===== config.mk =====
export PLATFORM = sky130hd
export DESIGN_NAME = galois_stream_accumulator
export DESIGN_NICKNAME = d
export VERILOG_FILES = /design/src/rtl/galois_stream_accumulator.sv
export SDC_FILE = /design/constraint.sdc
export NUM_CORES = 2
export LEC_CHECK = 0
export CORE_ASPECT_RATIO = 1.25
export CORE_MARGIN = 2
export CORE_UTILIZATION = 24
export DETAILED_ROUTE_END_ITERATION = 7
export GPL_TIMING_DRIVEN = 1
export PLACE_DENSITY = 0.52
export REMOVE_ABC_BUFFERS = 1
export SYNTH_ARGS = -nofsm -noshare
export SYNTH_HDL_FRONTEND = slang
export SYNTH_SLANG_ARGS = --single-unit
export TNS_END_PERCENT = 10

===== constraint.sdc =====
create_clock -name clk -period 11.2 [get_ports clk]
set_clock_uncertainty 0.15 [all_clocks]
set_input_delay 2.24 -clock clk [delete_from_list [all_inputs] [get_ports clk]]
set_output_delay 2.24 -clock clk [all_outputs]
set_load 0.05 [all_outputs]

===== src/rtl/galois_stream_accumulator.sv =====
// Folds a valid/ready stream of BN254 scalar-field elements into one canonical
// modular sum, two elements per firing of a single shared three-input adder.
module galois_stream_accumulator #(
    parameter int unsigned        N_BITS        = 254,
    parameter logic [N_BITS-1:0]  PRIME_MODULUS = 254'h30644e72e131a029b85045b68181585d2833e84879b9709143e1f593f0000001,
    parameter int unsigned        CNT_W         = 16
) (
    input  logic              clk,
    input  logic              rst,
    input  logic [N_BITS-1:0] in_data,
    input  logic              in_valid,
    input  logic              in_last,
    output logic              in_ready,
    output logic [N_BITS-1:0] out_sum,
    output logic [CNT_W-1:0]  out_count,
    output logic              out_valid,
    input  logic              out_ready
);

    // Two guard bits: three canonical operands sum to less than 3p.
    localparam int unsigned SUM_W = N_BITS + 2;
    localparam logic [SUM_W-1:0] P1 = SUM_W'(PRIME_MODULUS);
    localparam logic [SUM_W-1:0] P2 = {P1[SUM_W-2:0], 1'b0};
    localparam logic [CNT_W-1:0] CNT_MAX = {CNT_W{1'b1}};

    localparam logic [1:0] S_IDLE  = 2'd0;
    localparam logic [1:0] S_ACCUM = 2'd1;
    localparam logic [1:0] S_DONE  = 2'd2;

    logic [1:0]        state, state_nxt;
    logic [N_BITS-1:0] acc, acc_nxt;
    logic [N_BITS-1:0] pend, pend_nxt;
    logic              pend_v, pend_v_nxt;
    logic [CNT_W-1:0]  cnt, cnt_nxt;
    logic              out_valid_nxt;
    logic              in_ready_nxt;
    logic              accept;

    logic [N_BITS-1:0] add_a, add_b, add_c;
    logic [SUM_W-1:0]  add_raw;
    logic [N_BITS-1:0] add_sum;

    // Shared adder: a held element pairs with the incoming one; otherwise the
    // incoming element is added alone with a zero third operand.
    always_comb begin
        add_a   = acc;
        add_b   = pend_v ? pend : in_data;
        add_c   = pend_v ? in_data : '0;
        add_raw = SUM_W'(add_a) + SUM_W'(add_b) + SUM_W'(add_c);
        if (add_raw >= P2) begin
            add_sum = N_BITS'(add_raw - P2);
        end else if (add_raw >= P1) begin
            add_sum = N_BITS'(add_raw - P1);
        end else begin
            add_sum = N_BITS'(add_raw);
        end
    end

    assign accept = in_valid && in_ready;

    always_ff @(posedge clk) begin
        if (rst) begin
            state     <= S_IDLE;
            acc       <= '0;
            pend      <= '0;
            pend_v    <= 1'b0;
            cnt       <= '0;
            out_valid <= 1'b0;
            in_ready  <= 1'b1;
        end else begin
            state     <= state_nxt;
            acc       <= acc_nxt;
            pend      <= pend_nxt;
            pend_v    <= pend_v_nxt;
            cnt       <= cnt_nxt;
            out_valid <= out_valid_nxt;
            in_ready  <= in_ready_nxt;
        end
    end

    always_comb begin
        state_nxt  = state;
        acc_nxt    = acc;
        pend_nxt   = pend;
        pend_v_nxt = pend_v;
        cnt_nxt    = cnt;
        case (state)
            S_IDLE, S_ACCUM: begin
                if (accept) begin
                    cnt_nxt = (cnt == CNT_MAX) ? cnt : cnt + CNT_W'(1);
                    if (!pend_v && !in_last) begin
                        pend_nxt   = in_data;
                        pend_v_nxt = 1'b1;
                        state_nxt  = S_ACCUM;
                    end else begin
                        acc_nxt    = add_sum;
                        pend_v_nxt = 1'b0;
                    end
                    if (in_last) begin
                        state_nxt = S_DONE;
                    end
                end
            end
            S_DONE: begin
                if (out_ready) begin
                    acc_nxt    = '0;
                    cnt_nxt    = '0;
                    pend_v_nxt = 1'b0;
                    state_nxt  = S_IDLE;
                end
            end
            default: begin
                state_nxt = S_IDLE;
            end
        endcase
        out_valid_nxt = (state_nxt == S_DONE);
        in_ready_nxt  = (state_nxt != S_DONE);
    end

    // Result registers double as the accumulator and counter; they only
    // change outside DONE, so they are stable while a result is pending.
    assign out_sum   = acc;
    assign out_count = cnt;

endmodule


==> results.toml <==
[power_and_ir_drop]
leakage_nw = 43.7
max-vdd-ir-drop_mv = 0.238
power_mw = 41.4
powerDensity_nw_per_um2 = 396

[clocking]
cts_tree = "done"
clkTransAtPathRegs_ns = 0.06
htreeDepth = 3
clk_latency_ns = 0.75
numCtsBuffers = 73
cts_root_buffer = "clkbuf_16"
cts_buffer_depth = 3
cts_sinks = 529

[synthesis]
synth_top_area_share_pct = 15.4
synth-seq-cells = 529
yosys.area.top_type = "dfxtp_1"
synth_warnings = 0
yosys-top-cells-area = "dfxtp_1, nand2_1, a21oi_1"
synth.yosys.seq_area_share_pct = 15.4
syn_area_per_cell_um2 = 7.03
synthTopCellsByCount = "nand2_1, a21oi_1, nor2_1"
async_reset_ff_share_pct = 0
synthFlopType = "dfxtp_1"
synth_edf_count = 0
synth.distinct_cells = 122
yosysMostFrequentCell = "nand2_1"
synth_area_um2 = 68900
synthCells = 9797

[flow_run]
drv_cap = 0

[routing]
wire_per_inst_um = 27.5
num_vias = 91300
drt_iter0_markers = 8046
wirelength_um = 463000
antenna_left = 0
drtPass1Iterations = 6
drc = 0
via_per_inst = 5.42

[sta]
finalWorstPathRequiredPeriod_ns = 11.07
setup_viol = 0
worstMarginPinSlew_ns = 1.03
relSlewSlack_pct = 31.6
finalCritPeriodShare_pct = 98.9
hold_slack_ns = 0.300
fmax_mhz = 90.3
grt_setup_unrepaired = "true"
hold_viol_final = 0
setup_slack_ns = 0.128
slew_violations = 0

[critical_path]
cp.required_ns = 11.62
critPathLaunchType = "input pin"
crit_arrival_ns = 11.49
slowest_delay_ns = 0.61
crit_end = "out_sum[192]"
ff2ff_setup_slack_ns = 0.71
crit_top_cell = "buf_4"
timing.rr.start = "pend_v"
r2r_cells = 38
critPathLaunch = "in_data[1]"
slowest_stage = "or4b_1"
reg2reg_to = "out_sum[238]"
critPathKind = "input pin to flip-flop"
worst_setup_path_end_kind = "flip-flop"
cp_max_fo = 21

[floorplanning]
io_pins = 531
rows = 220
die_w_um = 483
initial_utilization_pct = 24.1
die_area_um2 = 292000
die_h_um = 603
core_um2 = 287000

[global_routing]
use_met3_pct = 4.53
use_met1_pct = 35.3
grt_pass1_vias = 90900
grt_use_total_pct = 30.6
antenna_found_initial = 26
grt_first_pass_wirelength_um = 653000
grt_use_met2_pct = 51.9
overflow = 0
grt_busiest_layer = "met2"
grt_max_degree = 134

[placed_design]
io_buffers = 530
gp_congestion = 1.09
hpwl_um = 394000
dp_slack_ns = -1.95
dpl_cell_area_um2 = 101000

[hold_path]
hold_class = "flip-flop to flip-flop"

[finish]
syn_to_final_growth_pct = 51.6
drive_above_1_share_pct = 29.5
stdcell_area_um2 = 105000
nNetsFinal = 13800

[outcome]
status = "finished clean"
-- repair_timing --
item,CTS,global route
pin swaps,9,18
hold buffers,0,0
setup endpoints to repair,253,182
buffers inserted,2,9
gates resized for setup,49,80
cloned,0,0
-- worst max-delay path: cells and delay by family --
family                     cells  cell delay (ns)
and+or+nand+nor                7             2.09
buffers and inverters          8             1.74
muxes                          1             0.31
AOI/OAI and AO/OA             14             3.43
adders and majority gates      3             1.16
xor gates and xnor gates       2             0.47
-- state kept, by name (all words and copies together), names as in the netlist --
signal / flops
in_ready: 1
out_count: 16
out_sum: 254
out_valid: 1
pend: 254
pend_v: 1
state: 2
-- stage by stage --
step	TNS [ns]	instances	util (%)
floorplan	-3431.74	9219	-
global placement	-260.51	16700	35.4
detailed placement	-266.30	16700	35.4
CTS	0	16800	36.3
global route	-0.0980	16800	36.5
finish	0	16800	36.5
-- placed cells by master (no fill, tap or decap), drive strengths merged, types with 287 or more instances in the layout --
cell,synthesis,routed
xnor2,294,294
a21oi,1045,1045
buf,122,3184
nand2,1558,1558
o21ai,825,825
nor2,760,760
nand4,287,287
clkdlybuf4s50,0,528
dfxtp,529,529
nor3,288,288
and2,333,333
-- final cells by class --
cell class | count | area (um^2)
repair buffers | 3713 | 30100
flip-flops and latches | 529 | 10600
clock inverters | 32 | 350
multi-input cells | 8584 | 56300
inverters | 106 | 398
fillers | 31000 | 182000
clock buffers | 98 | 2070
well taps | 3774 | 4720
diodes | 11 | 27.5
-- layer usage --
metal / part of all wire [%] / wire [um]
met1: 39 / 179000
met2: 47 / 218000
met3: 5.9 / 27500
met4: 8.3 / 38400
met5: 0.014 / 67
-- worst min-delay path by stage --
stage              start         to  slack (ns)  depth (start not counted)
6_report       pend[239]  pend[239]        0.30                          2
5_1_grt        pend[213]  pend[213]        0.32                          2
4_1_cts        pend[210]  pend[210]        0.30                          2
3_5_place_dp   pend[221]  pend[221]        0.29                          2
3_3_place_gp    pend[85]   pend[85]        0.29                          2
2_1_floorplan    pend[0]    pend[0]        0.28                          2
-- cells by family (layout without fill, tap and decap cells) --
group                      Yosys count  count (layout)  share of synthesized area [%]
AOI/OAI and AO/OA                 3155            3155                           28.9
xor gates and xnor gates           448             448                           5.74
adders and majority gates          514             514                           12.1
buffers and inverters              684            3949                           3.98
DFF                                529             529                           15.4
muxes                              286             286                           4.63
other                                0              11                              0
and+or+nand+nor                   4181            4181                           29.3
-- power breakdown --
group | switching, mW | internal [mW] | leakage, nW
sequential | 0.806 | 2.29 | 4.31
combinational | 21.0 | 14.8 | 38.2
clock | 1.09 | 1.40 | 1.18
total | 22.9 | 18.5 | 43.7
Note: power is estimated with default switching activity, not from simulation.
